`src/rtl/chain_pkg.sv`:
```
// Shared definitions for the matrix-chain cost evaluator.
//   IDX_W/DIM_W/COST_W : default widths of indices, dimensions and costs
//   COST_MAX           : all-ones cost at the default width
//   cand_t             : one (i, j, k, last) split candidate
//   pack_rc            : forms a {row,col} table address
package chain_pkg;

  localparam int unsigned IDX_W  = 8;
  localparam int unsigned DIM_W  = 8;
  localparam int unsigned COST_W = 32;

  localparam logic [COST_W-1:0] COST_MAX = '1;

  typedef struct packed {
    logic [IDX_W-1:0] i;
    logic [IDX_W-1:0] j;
    logic [IDX_W-1:0] k;
    logic             last;
  } cand_t;

  function automatic logic [2*IDX_W-1:0] pack_rc(input logic [IDX_W-1:0] row,
                                                 input logic [IDX_W-1:0] col);
    return {row, col};
  endfunction

endpackage

```
`src/rtl/chain_cost_calc.sv`:
```
// Combinational candidate cost: p0*p1*p2 + ma + mb, saturated to COST_W.
//   p0, p1, p2     : dimensions p[i], p[k+1], p[j+1]
//   ma, mb         : m[i][k] and m[k+1][j] as read from the cost table
//   mask_a, mask_b : treat ma / mb as zero (diagonal entries)
//   cost           : saturated candidate cost
module chain_cost_calc #(
  parameter int unsigned DIM_W  = chain_pkg::DIM_W,
  parameter int unsigned COST_W = chain_pkg::COST_W
) (
  input  logic [DIM_W-1:0]  p0,
  input  logic [DIM_W-1:0]  p1,
  input  logic [DIM_W-1:0]  p2,
  input  logic [COST_W-1:0] ma,
  input  logic [COST_W-1:0] mb,
  input  logic              mask_a,
  input  logic              mask_b,
  output logic [COST_W-1:0] cost
);

  localparam int unsigned PW = 3 * DIM_W;
  // Two guard bits cover the carries of a three-term sum.
  localparam int unsigned SW = ((PW > COST_W) ? PW : COST_W) + 2;

  logic [PW-1:0] prod;
  logic [SW-1:0] sum;

  always_comb begin
    prod = PW'(p0) * PW'(p1) * PW'(p2);
    sum  = SW'(prod) + SW'(mask_a ? '0 : ma) + SW'(mask_b ? '0 : mb);
    cost = (|sum[SW-1:COST_W]) ? '1 : sum[COST_W-1:0];
  end

endmodule

```
`src/rtl/chain_cost_eval.sv`:
```
// Matrix-chain cost evaluator: takes one (i, j, k) split candidate per cycle,
// reads p[i], p[k+1], p[j+1], m[i][k], m[k+1][j], keeps the minimum over the
// (i, j) group and writes m[i][j] / s[i][j] on the group's last candidate.
//   clk, rst                 : clock, synchronous active-high reset
//   matlen                   : chain length, stable during a run
//   idx_valid/idx_ready      : candidate handshake; idx_i/j/k, idx_last
//   dim_addr0..2/dim_data0..2: dimension store, one-cycle read latency
//   cost_ra/rb_addr/_data    : cost table read ports, one-cycle latency
//   cost_we, cost_waddr, cost_wdata, split_wdata : table write port
//   done                     : pulse on the write of m[0][matlen-1]
// IDX_W must stay at the package default (cand_t and pack_rc use it).
module chain_cost_eval #(
  parameter int unsigned IDX_W  = chain_pkg::IDX_W,
  parameter int unsigned DIM_W  = chain_pkg::DIM_W,
  parameter int unsigned COST_W = chain_pkg::COST_W
) (
  input  logic                clk,
  input  logic                rst,
  input  logic [IDX_W-1:0]    matlen,
  input  logic                idx_valid,
  output logic                idx_ready,
  input  logic [IDX_W-1:0]    idx_i,
  input  logic [IDX_W-1:0]    idx_j,
  input  logic [IDX_W-1:0]    idx_k,
  input  logic                idx_last,
  output logic [IDX_W-1:0]    dim_addr0,
  output logic [IDX_W-1:0]    dim_addr1,
  output logic [IDX_W-1:0]    dim_addr2,
  input  logic [DIM_W-1:0]    dim_data0,
  input  logic [DIM_W-1:0]    dim_data1,
  input  logic [DIM_W-1:0]    dim_data2,
  output logic [2*IDX_W-1:0]  cost_ra_addr,
  output logic [2*IDX_W-1:0]  cost_rb_addr,
  input  logic [COST_W-1:0]   cost_ra_data,
  input  logic [COST_W-1:0]   cost_rb_data,
  output logic                cost_we,
  output logic [2*IDX_W-1:0]  cost_waddr,
  output logic [COST_W-1:0]   cost_wdata,
  output logic [IDX_W-1:0]    split_wdata,
  output logic                done
);

  import chain_pkg::*;

  logic [1:0]        drain_q;
  logic              sa_vld, sb_vld, sc_vld;
  cand_t             sa_q, sb_q, sc_q;
  logic [COST_W-1:0] cand_cost, sc_cost, min_q;
  logic [IDX_W-1:0]  mink_q;
  logic              grp_open;
  logic              accept, take;

  assign idx_ready = (drain_q == '0);
  assign accept    = idx_valid && idx_ready;

  chain_cost_calc #(
    .DIM_W (DIM_W),
    .COST_W(COST_W)
  ) u_calc (
    .p0    (dim_data0),
    .p1    (dim_data1),
    .p2    (dim_data2),
    .ma    (cost_ra_data),
    .mb    (cost_rb_data),
    .mask_a(sb_q.i == sb_q.k),
    .mask_b((sb_q.k + IDX_W'(1)) == sb_q.j),
    .cost  (cand_cost)
  );

  // The first candidate of a group always wins, so a saturated first cost
  // still reports that group's first k; afterwards only strictly smaller
  // costs replace the minimum, keeping the earliest k on ties.
  always_comb begin
    take        = sc_vld && (!grp_open || (sc_cost < min_q));
    cost_we     = sc_vld && sc_q.last;
    cost_waddr  = '0;
    cost_wdata  = '0;
    split_wdata = '0;
    if (cost_we) begin
      cost_waddr  = pack_rc(sc_q.i, sc_q.j);
      cost_wdata  = take ? sc_cost : min_q;
      split_wdata = take ? sc_q.k : mink_q;
    end
    done = cost_we && (sc_q.i == '0) && (sc_q.j == (matlen - IDX_W'(1)));
  end

  always_ff @(posedge clk) begin
    if (rst) begin
      drain_q      <= '0;
      sa_vld       <= 1'b0;
      sb_vld       <= 1'b0;
      sc_vld       <= 1'b0;
      sa_q         <= '0;
      sb_q         <= '0;
      sc_q         <= '0;
      sc_cost      <= '0;
      min_q        <= '1;
      mink_q       <= '0;
      grp_open     <= 1'b0;
      dim_addr0    <= '0;
      dim_addr1    <= '0;
      dim_addr2    <= '0;
      cost_ra_addr <= '0;
      cost_rb_addr <= '0;
    end else begin
      // Stage A: capture the candidate and present the read addresses.
      sa_vld <= accept;
      if (accept) begin
        sa_q.i       <= idx_i;
        sa_q.j       <= idx_j;
        sa_q.k       <= idx_k;
        sa_q.last    <= idx_last;
        dim_addr0    <= idx_i;
        dim_addr1    <= idx_k + IDX_W'(1);
        dim_addr2    <= idx_j + IDX_W'(1);
        cost_ra_addr <= pack_rc(idx_i, idx_k);
        cost_rb_addr <= pack_rc(idx_k + IDX_W'(1), idx_j);
      end

      // Hold off three cycles after a last so the next group's reads see
      // the m[i][j] write that happens in the last's stage C.
      if (accept && idx_last) drain_q <= 2'd3;
      else if (drain_q != '0) drain_q <= drain_q - 2'd1;

      // Stage B: read data arrives; register the candidate cost.
      sb_vld <= sa_vld;
      if (sa_vld) sb_q <= sa_q;

      sc_vld <= sb_vld;
      if (sb_vld) begin
        sc_q    <= sb_q;
        sc_cost <= cand_cost;
      end

      // Stage C: running minimum, cleared once the group is written.
      if (sc_vld) begin
        if (sc_q.last) begin
          min_q    <= '1;
          grp_open <= 1'b0;
        end else if (take) begin
          min_q    <= sc_cost;
          mink_q   <= sc_q.k;
          grp_open <= 1'b1;
        end
      end
    end
  end

endmodule

```
`config.mk`:
```
export PLATFORM = sky130hd
export DESIGN_NAME = chain_cost_eval
export DESIGN_NICKNAME = d
export VERILOG_FILES = /design/src/rtl/chain_pkg.sv /design/src/rtl/chain_cost_calc.sv /design/src/rtl/chain_cost_eval.sv
export SDC_FILE = /design/constraint.sdc
export NUM_CORES = 1
export LEC_CHECK = 0
export BUFFER_PORTS_ARGS = -buffer_cell sky130_fd_sc_hd__buf_4
export CAP_MARGIN = 20
export CORE_MARGIN = 2
export CORE_UTILIZATION = 60
export DETAILED_ROUTE_END_ITERATION = 7
export HOLD_SLACK_MARGIN = 0.02
export MAX_ROUTING_LAYER = met4
export PLACE_DENSITY = 0.8
export SYNTH_ARGS = -nofsm -noshare
export SYNTH_HDL_FRONTEND = slang
export SYNTH_SLANG_ARGS = --single-unit
export TNS_END_PERCENT = 100
```
`constraint.sdc`:
```
create_clock -name clk -period 15.45 [get_ports clk]
set_input_delay 3.8625 -clock clk [delete_from_list [all_inputs] [get_ports clk]]
set_output_delay 3.8625 -clock clk [all_outputs]
set_load 0.03 [all_outputs]
```
### Word level (Yosys, flattened, before mapping)

Cells that the tools add are included.

| storage, ports and cells | value |
|---|---|
| flip-flop bits (word level) | 201 |
| bits in latches | 0 |
| memory bits (writable) | 0 |
| bits in read-only memories | 0 |
| logic and storage cells | 67 |
| memories | 0 |

| cells by class | value |
|---|---|
| $add $sub $neg | 7 |
| multiply operators | 2 |
| div/mod/pow operators | 0 |
| order comparisons | 1 |
| equal/unequal tests | 3 |
| shift operators | 0 |
| mux-type cells | 13 |
| bitwise logic cells | 1 |
| reductions and logical operators | 16 |

Operator list:

| operator | count |
|---|---|
| two-way mux 32 bit | 6 |
| adder 24 x 34 -> 34 bit | 1 |
| adder 34 bit | 1 |
| < comparator 32 bit | 1 |
| adder 8 x 1 -> 8 bit, second input constant | 3 |
| equality test 8 bit | 3 |
| multiplier 16 x 8 -> 24 bit | 1 |
| multiplier 8 x 8 -> 16 bit | 1 |
| two-way mux 16 bit | 1 |
| two-way mux 8 bit | 2 |
| zero test 8 bit | 1 |
| subtractor 8 x 1 -> 8 bit, second input constant | 1 |
| logical AND 1 bit | 6 |
| nonzero test 2 bit | 3 |
| two-way mux 2 bit | 2 |
| AND reduction 2 bit | 2 |
| zero test 2 bit | 1 |
| two-way mux 1 bit | 2 |
| OR reduction 2 bit | 1 |
| subtractor 2 x 1 -> 2 bit, second input constant | 1 |
| zero test 1 bit | 1 |
| logical OR 1 bit | 1 |
| inverter 1 bit | 1 |

### Longest topological paths before layout

Gate-level depths: netlist of run 1.

| logic depth | value |
|---|---|
| depth after elaboration | 6 |
| depth in mapped cells | 37 |
| mapped depth without buffers | 34 |

### By module

A second synthesis of run 1 with hierarchy kept.

| unflattened totals | value |
|---|---|
| cell total of the unflattened synthesis | 2152 |
| area total of the unflattened synthesis | 17948.5 um2 |

By module, submodules not included:

| module | times used | cells an instance | area an instance (um2) | seq. area each (um2) |
|---|---|---|---|---|
| chain_cost_eval | 1 | 1105 | 9147.5 | 3383.2 |
| chain_cost_calc | 1 | 1047 | 8800.9 | 0.0 |

### Least setup slack after synthesis of run 1

No wires, ideal clock.

| timing path | value |
|---|---|
| path kind | input port to flip-flop |
| from | input dim_data0[0] |
| to | register sc_cost[1] |
| setup time | 0.079 ns |
| arrival time | 12.703 ns |
| required time | 15.371 ns |
| path slack | 2.668 ns |
| stages | 34 |
| path through | clkbuf_1 nand2_1 fa_1 fa_1 inv_1 fa_1 inv_1 fa_1 inv_1 ha_1 a21oi_1 o21bai_1 a21oi_1 a211o_1 clkbuf_1 mux2_2 fa_1 inv_1 fa_1 fa_1 fa_1 inv_1 fa_1 inv_1 ha_1 clkbuf_1 a21oi_1 o21ai_0 or3_1 o21bai_1 o21ai_1 mux2_4 buf_6 a211oi_2 |

| between the ends | value |
|---|---|
| longest elaborated chain between the ends | 6 |

Ends and longest elaborated chain:

| item | line | text |
|---|---|---|
| from (decl) | chain_cost_eval.sv:29 | `input logic [DIM_W-1:0] dim_data0,` |
| multiplier 8 x 8 -> 16 bit * | chain_cost_calc.sv:28 | `prod = PW'(p0) * PW'(p1) * PW'(p2);` |
| multiplier 16 x 8 -> 24 bit * | chain_cost_calc.sv:28 |  |
| adder 24 x 34 -> 34 bit * | chain_cost_calc.sv:29 | `sum = SW'(prod) + SW'(mask_a ? '0 : ma) + SW'(mask_b ? '0 : mb);` |
| adder 34 bit * | chain_cost_calc.sv:29 |  |
| OR reduction 2 bit | chain_cost_calc.sv:30 | `cost = (\|sum[SW-1:COST_W]) ? '1 : sum[COST_W-1:0];` |
| two-way mux 32 bit * | chain_cost_calc.sv:30 |  |
| to (signal assigned) | chain_cost_eval.sv:132 | `sc_cost <= cand_cost;` |
| to (decl) | chain_cost_eval.sv:48 | `logic [COST_W-1:0] cand_cost, sc_cost, min_q;` |

Mark *: on every way between the ends. The rest lies on a longest branch, timed or not.
A chain may end at the register's enable or synchronous reset.

### Worst setup path after layout of run 1

| timing path | value |
|---|---|
| from | input dim_data0[0] |
| to | register sc_cost[2] |

The elaborated chain is that of the path after synthesis.

==> results_dict.tcl, run 1 <==
set metrics [dict create \
    outcome "finished clean" \
    fin_skew_ns 0.0185 \
    synth.ff_latch_count 169 \
    synthCells 1940 \
    via_count 13900 \
    postRouteAntennaNets 0 \
    worstHoldPathCells 2 \
    clock_latency_ns 0.44 \
    antenna_found_initial 4 \
    report.final.slew_viol_count 0 \
    synth_area_leader_cell "dfxtp_1" \
    ys_types 59 \
    grt_setup_unrepaired "no" \
    grtUsageTotal 0.299 \
    worst_pin_slew_ns 1.03 \
    fmax_mhz 76.2 \
    nets 2505 \
    critPathLaunchType "input port" \
    slowest_delay_ns 0.56 \
    drive_above_1_share 0.158 \
    synth_area_per_cell_um2 8.67 \
    grt_pass1_wl_mm 67.9 \
    mostFrequentLayoutCell "buf_4" \
    area_growth_pct 13.6 \
    cap_violations 0 \
    ioPinCount 239 \
    hp-start "dim_addr2[1]$_SDFFE_PP0P_" \
    clock_tree.root_cell "clkbuf_16" \
    dr.pass1.iters 5 \
    clk_pin_slew_ns 0.07 \
    syn-num-nets 2367 \
    dieWidth_um 171 \
    cts_tree "built" \
    worstReg2RegEnd "sc_cost[2]$_SDFFE_PP0P_" \
    finalHoldViolCount 0 \
    wl_mm 41.5 \
    hold_path_class "flip-flop to flip-flop" \
    cp-startpoint "dim_data0[0]" \
    endpoint_kind "flip-flop" \
    fin_util 0.690 \
    die_h_um 171 \
    ys_warn_count 0 \
    overflow 0 \
    hold_slack_ns 0.472 \
    arrival_ns 13.46 \
    reg2reg_slack_ns 8.40 \
    setup_viol 0 \
    grt_pass1_vias 14000 \
    htreeDepth 4 \
    layout_common_cells "buf_4, inv_1, nand2_1" \
    async_flop_share 0 \
    netlist_top_cells_area "dfxtp_1, fa_1, ha_1" \
    drtIter0Drc 829 \
    drc_errors 0 \
    die_area_mm2 0.0294 \
    crit_fanout 32 \
    r2r_cells 22 \
    yosysSeqAreaShare 0.201 \
    cpMaxStageDelayCell "fa_1" \
    netlist_area_mm2 0.0168 \
    grt_max_degree 78 \
    clock_sinks 169 \
    synth-edff-count 0 \
    min_to "dim_addr2[1]$_SDFFE_PP0P_" \
    min_period_ns 13.13 \
    tns_ns 0 \
    synth_ff_type "dfxtp_1" \
    timing.rr.start "sb_q[4]$_SDFFE_PP0P_" \
    viasPerCell 5.61 \
    max_slew_margin 0.310 \
    io_buffers 238 \
    cts_buffers 17 \
    required_ns 15.78 \
    rows 61 \
    finalCritPeriodShare 0.850 \
    initial_core_util 0.607 \
    crit_top_cell "fa_1" \
    ctsHoldBuffers 0 \
    hpwl_mm 32.0 \
    gp_congestion 0.911 \
    coreArea_mm2 0.0277 \
    cts_resized 0 \
    synthDominantCellAreaShare 0.201 \
    postCtsSetupBuffers 0 \
    path_class "input port to flip-flop" \
    post_drt_wl_per_cell_um 16.8 \
    cts_buffer_depth 2 \
]
## final cells by class
| class | instances | area, µm² |
|---|---|---|
| diodes | 4 | 10.0 |
| clock buffers | 17 | 425 |
| clock inverters | 15 | 178 |
| fillers | 2269 | 8590 |
| inverters | 235 | 882 |
| multi-input cells | 1405 | 11900 |
| flip-flops and latches | 169 | 3380 |
| well taps | 378 | 473 |
| repair buffers | 250 | 1880 |
## worst max path at each step
stage                                         end  cells past startpoint
after global routing      sc_cost[2]$_SDFFE_PP0P_                     33
final                     sc_cost[2]$_SDFFE_PP0P_                     33
after floorplan           sc_cost[1]$_SDFFE_PP0P_                     34
after global placement    sc_cost[2]$_SDFFE_PP0P_                     33
after detailed placement  sc_cost[2]$_SDFFE_PP0P_                     33
after CTS                 sc_cost[2]$_SDFFE_PP0P_                     33
## per-stage QoR
stage / setup slack, ns / area (µm²) / cells
2_1_floorplan: 2.67 / 16800 / 1940
5_1_grt: 1.84 / 19100 / 2473
6_report: 2.32 / 19100 / 2473
4_1_cts: 2.37 / 19100 / 2469
3_5_place_dp: 1.99 / 18500 / 2437
3_3_place_gp: 2.29 / 18500 / 2437
## routing by layer
layer,vias up,wire [µm],share of wire,GRT usage
met4,0,1700,0.041,0.127
met1,6708,16800,0.41,0.354
met3,112,2360,0.057,0.0509
li1,6606,-,-,-
met5,-,0,0,-
met2,451,20600,0.50,0.504
## synthesized netlist by cell type (22+ instances only)
library cell,n
a21oi_1,79
and3_1,38
mux2i_1,95
o21ai_0,62
buf_4,40
nand2_1,173
xnor2_1,37
xor2_1,39
a211oi_2,30
dfxtp_1,169
a21o_1,35
inv_1,235
clkbuf_1,78
nor2_1,164
fa_1,165
ha_1,138
a211oi_1,22
and2_1,146
nand3b_1,33
## kinds of logic after synthesis
| kind of cell | Yosys count | share of synthesized area |
|---|---|---|
| XOR/XNOR | 76 | 0.0396 |
| AND/OR/NAND/NOR | 644 | 0.192 |
| adder cells (fa/ha/maj) | 303 | 0.299 |
| flip-flops | 169 | 0.201 |
| multiplexers | 99 | 0.0594 |
| buffers and inverters | 366 | 0.0922 |
| AO/OA/AOI/OAI | 283 | 0.117 |
## sequential cells by signal, summed over array words and instances, names as in the netlist
| name | flops |
|---|---|
| sc_cost | 32 |
| sa_vld | 1 |
| dim_addr1 | 8 |
| grp_open | 1 |
| sb_q | 25 |
| sb_vld | 1 |
| cost_ra_addr | 16 |
| cost_rb_addr | 8 |
| sc_vld | 1 |
| sc_q | 25 |
| mink_q | 8 |
| min_q | 32 |
| sa_q | 1 |
| drain_q | 2 |
| dim_addr2 | 8 |
## critical path: cells and delay by family
family / cells / cell delay (ns)
adders and majority gates: 11 / 5.41
AOI/OAI and AO/OA: 10 / 1.91
and+or+nand+nor: 3 / 0.67
xor gates and xnor gates: 1 / 0.55
muxes: 1 / 0.52
buffers and inverters: 7 / 0.51
Power of run 1 is not shown: default switching activity piles up to over one toggle a cycle in this logic, so the estimate is an artifact.
==> run 2: changes to the inputs <==
ABC_AREA = 1   (was default)
clock period = 12.15 ns   (was 15.45 ns; I/O delays follow)
==> run 2 against run 1 <==
Net effect: via count up 15%; first-iteration DRC count increased by 35%; sequential share of layout area shrank 0.43 points; highest routed layer unchanged; cell count is 21% higher.
==> results_dict.tcl, run 2 <==
set metrics [dict create \
    outcome "finished clean" \
    drtIter0Drc 1117 \
    io_buffers 238 \
    critPathLaunchType "input port" \
    hold_path_class "flip-flop to flip-flop" \
    cap_violations 0 \
    htreeDepth 4 \
    top_regs "min_q: 32 flops, sc_cost: 32 flops" \
    area_growth_pct 13.1 \
    design_area_mm2 0.0196 \
    antenna_found_initial 0 \
    setup_viol 0 \
    fmax_mhz 88.2 \
    mostFrequentLayoutCell "nand2_1" \
    drive_above_1_share 0.127 \
    initial_core_util 0.607 \
    worst_pin_slew_ns 1.09 \
    syn-num-nets 2902 \
    post_drt_wl_per_cell_um 15.4 \
    die_area_mm2 0.0302 \
    postRouteAntennaNets 0 \
    numPlacedInstances 2966 \
    report.final.slew_viol_count 0 \
    grt_setup_unrepaired "no" \
    synthCells 2475 \
    path_class "input port to flip-flop" \
    synth.ff_latch_count 169 \
    endpoint_kind "flip-flop" \
    synthDominantCellAreaShare 0.195 \
    cts_buffers 17 \
    clock_latency_ns 0.46 \
    cts_buffer_depth 2 \
    clock_sinks 169 \
    via_count 15900 \
    fin_ws_ns 0.814 \
    wl_mm 46.2 \
    dpl_cell_area_mm2 0.0189 \
    finalCritPeriodShare 0.933 \
    overflow 0 \
    postCtsSetupBuffers 0 \
    async_flop_share 0 \
    rows 62 \
    ys_top_cells_by_count "nand2_1, inv_1, nor2_1" \
    stdcell_count 3000 \
    ys_types 43 \
    nets 3030 \
    ys_warn_count 0 \
    ctsHoldBuffers 0 \
    clk_pin_slew_ns 0.07 \
    max_slew_margin 0.270 \
    synth_compound_area_frac 0.0960 \
    netlist_area_mm2 0.0173 \
    clock_tree.root_cell "clkbuf_16" \
    yosys.area_share.simple 0.242 \
    ioPinCount 239 \
    yosysSeqAreaShare 0.195 \
    synth-xor-area-share 0.0344 \
    min_period_ns 11.34 \
    drc_errors 0 \
    hpwl_mm 36.8 \
    arrival_ns 11.73 \
    cts_resized 0 \
    synth_top_family_by_area "adder cells" \
    required_ns 12.55 \
    grtUsageTotal 0.318 \
    muxShareOfSynthArea 0 \
    cpMaxStageDelayCell "fa_1" \
    dieWidth_um 174 \
    synth_area_per_cell_um2 7.00 \
    detailedPlace.worstSlack_ns 0.366 \
    diodes 0 \
    cts_tree "built" \
    gp_congestion 0.941 \
    grt_pass1_vias 15900 \
    tns_ns 0 \
    netlist_top_cells_area "dfxtp_1, fa_1, nand2_1" \
    synthAdderAreaFrac 0.290 \
    fin_skew_ns 0.0197 \
    viasPerCell 5.30 \
    synthMostInstantiatedCell "nand2_1" \
    grt_max_degree 113 \
    coreArea_mm2 0.0285 \
    layout_common_cells "nand2_1, inv_1, nor2_1" \
    grt_pass1_wl_mm 76.3 \
    slowest_delay_ns 0.58 \
    synth_ff_type "dfxtp_1" \
    synth-edff-count 0 \
    synth_area_leader_cell "dfxtp_1" \
    finalHoldViolCount 0 \
    dr.pass1.iters 8 \
    die_h_um 174 \
    crit_fanout 25 \
]
==> run 2: path summary, 6_finish.rpt <==
kind,to,slack (ns),startpoint,cells past startpoint
worst min register to register,sa_q[0]$_SDFFE_PP0P_,0.48,sa_q[0]$_SDFFE_PP0P_,2
worst min-delay path,sa_q[0]$_SDFFE_PP0P_,0.48,sa_q[0]$_SDFFE_PP0P_,2
worst max-delay path,sc_cost[23]$_SDFFE_PP0P_,0.81,dim_data0[5],39
worst max register to register,sc_cost[23]$_SDFFE_PP0P_,5.63,sb_q[5]$_SDFFE_PP0P_,28
==> run 2: metrics by stage <==
stage                util  hold WS [ns]
detailed placement  0.663         0.469
global placement    0.663         0.456
global route        0.686         0.499
floorplan               -         0.446
finish              0.686         0.476
CTS                 0.684         0.478
==> run 2: cell families (layout without fill, tap and decap cells) <==
family	Yosys count	after routing
AOI/OAI and AO/OA	305	305
xor gates and xnor gates	68	68
adders and majority gates	303	303
buffers and inverters	598	739
DFF	169	169
and+or+nand+nor	1032	1032
==> run 2: per-layer routing <==
metal,up-vias,routed length (µm),track usage
li1,7798,-,-
met1,7539,20200,0.406
met2,498,22600,0.533
met3,75,2430,0.0393
met4,0,1040,0.0900
met5,-,0,-
==> run 2: critical path, delay by kind of cell <==
kind | cells | cell delay (ns)
AO/OA/AOI/OAI | 7 | 1.30
adder cells (fa/ha/maj) | 11 | 5.42
buffers and inverters | 11 | 0.82
AND/OR/NAND/NOR | 10 | 1.10
==> run 2: cell type report <==
type                            instances  area (µm²)
Clock inverter                         15         180
Timing Repair Buffer                  249        1900
Sequential cell                       169        3380
Clock buffer                           17         425
Fill cell                            2509        8970
Multi-Input combinational cell       1708       11500
Tap cell                              384         480
Inverter                              458        1720
Power of run 2 is left out for the same reason.
==> run 3: changes to the inputs <==
==> constraint.sdc (replaced) <==
create_clock -name clk -period 12.15 [get_ports clk]
set_input_delay 1.215 -clock clk [delete_from_list [all_inputs] [get_ports clk]]
set_output_delay 1.215 -clock clk [all_outputs]
set_load 0.03 [all_outputs]
==> run 3 against run 2 <==
Net effect: critical path depth unchanged; non-clock buffer count unchanged; routed wire length increased by 0.54%; clock-buffer cell count increased by 1; final area about the same; via count increased by 0.80%; sequential share of layout area about the same.
==> results_dict.tcl, run 3 (synthesis results as in run 2) <==
set metrics [dict create \
    outcome "finished clean" \
    die_h_um 174 \
    clk_pin_slew_ns 0.07 \
    mostFrequentLayoutCell "nand2_1" \
    worst_pin_slew_ns 1.04 \
    endpoint_kind "flip-flop" \
    overflow 0 \
    r2r_cells 27 \
    layout_common_cells "nand2_1, inv_1, nor2_1" \
    path_class "input port to flip-flop" \
    via_count 16000 \
    post_drt_wl_per_cell_um 15.5 \
    grt_setup_unrepaired "no" \
    cap_violations 0 \
    slowest_delay_ns 0.56 \
    layout.area.seq_mm2 0.00338 \
    clock_sinks 169 \
    worstReg2RegEnd "sc_cost[19]$_SDFFE_PP0P_" \
    fin_skew_ns 0.0208 \
    hp-start "sa_q[0]$_SDFFE_PP0P_" \
    htreeDepth 4 \
    viasPerCell 5.35 \
    report.final.slew_viol_count 0 \
    grt_pass1_vias 15800 \
    postRouteAntennaNets 0 \
    die_area_mm2 0.0302 \
    grt_pass1_wl_mm 76.7 \
    setup_viol 0 \
    dieWidth_um 174 \
    multi_input_area_mm2 0.0115 \
    antenna_found_initial 0 \
    cts_resized 0 \
    postCtsSetupBuffers 0 \
    finalHoldViolCount 0 \
    fillers 2607 \
    clock_tree.root_cell "clkbuf_16" \
    rows 62 \
    tns_ns 0 \
    area_growth_pct 13.1 \
    critPathLaunchType "input port" \
    drive_above_1_share 0.127 \
    wl_mm 46.5 \
    cts_buffers 17 \
    gp_congestion 0.970 \
    io_buffers 238 \
    initial_core_util 0.607 \
    hpwl_mm 36.5 \
    min_to "sa_q[0]$_SDFFE_PP0P_" \
    ctsHoldBuffers 0 \
    dr.pass1.iters 5 \
    cts_tree "built" \
    arrival_ns 9.95 \
    drtIter0Drc 1138 \
    grt_max_degree 114 \
    required_ns 12.53 \
    timing.rr.start "sb_q[7]$_SDFFE_PP0P_" \
    nets 3030 \
    drc_errors 0 \
    min_period_ns 9.57 \
    diodes 0 \
    max_slew_margin 0.306 \
    worstHoldPathCells 2 \
    clock_latency_ns 0.44 \
    cpMaxStageDelayCell "fa_1" \
    finalCritPeriodShare 0.788 \
    fmax_mhz 104 \
    ioPinCount 239 \
    crit_fanout 25 \
    crit_top_cell "inv_1" \
    coreArea_mm2 0.0285 \
    hold_path_class "flip-flop to flip-flop" \
    cts_buffer_depth 2 \
    grtUsageTotal 0.318 \
    reg2reg_slack_ns 5.57 \
    top_regs "min_q: 32 flops, sc_cost: 32 flops" \
]
[run 3: critical path, delay by kind of cell]
kind / cells / cell delay, ns
adders and majority gates: 11 / 5.43
buffers and inverters: 12 / 0.89
and+or+nand+nor: 10 / 1.33
AOI/OAI and AO/OA: 6 / 1.05
[run 3: final cells by class]
| type | instances | area share |
|---|---|---|
| Sequential cell | 169 | 0.173 |
| Clock buffer | 18 | 0.0224 |
| Multi-Input combinational cell | 1708 | 0.587 |
| Timing Repair Buffer | 249 | 0.0985 |
| Tap cell | 384 | 0.0245 |
| Clock inverter | 14 | 0.00741 |
| Inverter | 458 | 0.0878 |
[run 3: metrics by stage]
| step | cells | cell area, µm² | setup slack, ns | util | hold WS [ns] |
|---|---|---|---|---|---|
| floorplan | 2475 | 17300 | 2.81 | - | 0.446 |
| global placement | 2965 | 18900 | 2.38 | 0.663 | 0.456 |
| detailed placement | 2965 | 18900 | 2.15 | 0.663 | 0.462 |
| CTS | 2997 | 19500 | 2.60 | 0.683 | 0.480 |
| global route | 3000 | 19600 | 2.14 | 0.686 | 0.503 |
| finish | 3000 | 19600 | 2.58 | 0.686 | 0.484 |
[run 3: metal layers]
metal | track usage | vias up | routed length (µm)
met5 | - | - | 0
met4 | 0.0840 | 0 | 1110
met3 | 0.0377 | 85 | 2730
met2 | 0.530 | 585 | 22300
met1 | 0.414 | 7580 | 20400
li1 | - | 7787 | -
[run 3: worst max path at each step]
| stage | from | end | slack (ns) | cells after the start |
|---|---|---|---|---|
| after floorplan | dim_data1[7] | sc_cost[14]$_SDFFE_PP0P_ | 2.81 | 36 |
| final | dim_data0[0] | sc_cost[19]$_SDFFE_PP0P_ | 2.58 | 39 |
| after detailed placement | dim_data1[7] | sc_cost[19]$_SDFFE_PP0P_ | 2.15 | 39 |
| after global routing | dim_data1[7] | sc_cost[19]$_SDFFE_PP0P_ | 2.14 | 39 |
| after CTS | dim_data1[7] | sc_cost[19]$_SDFFE_PP0P_ | 2.60 | 39 |
| after global placement | dim_data1[7] | sc_cost[19]$_SDFFE_PP0P_ | 2.38 | 37 |
Power of run 3 is left out for the same reason.
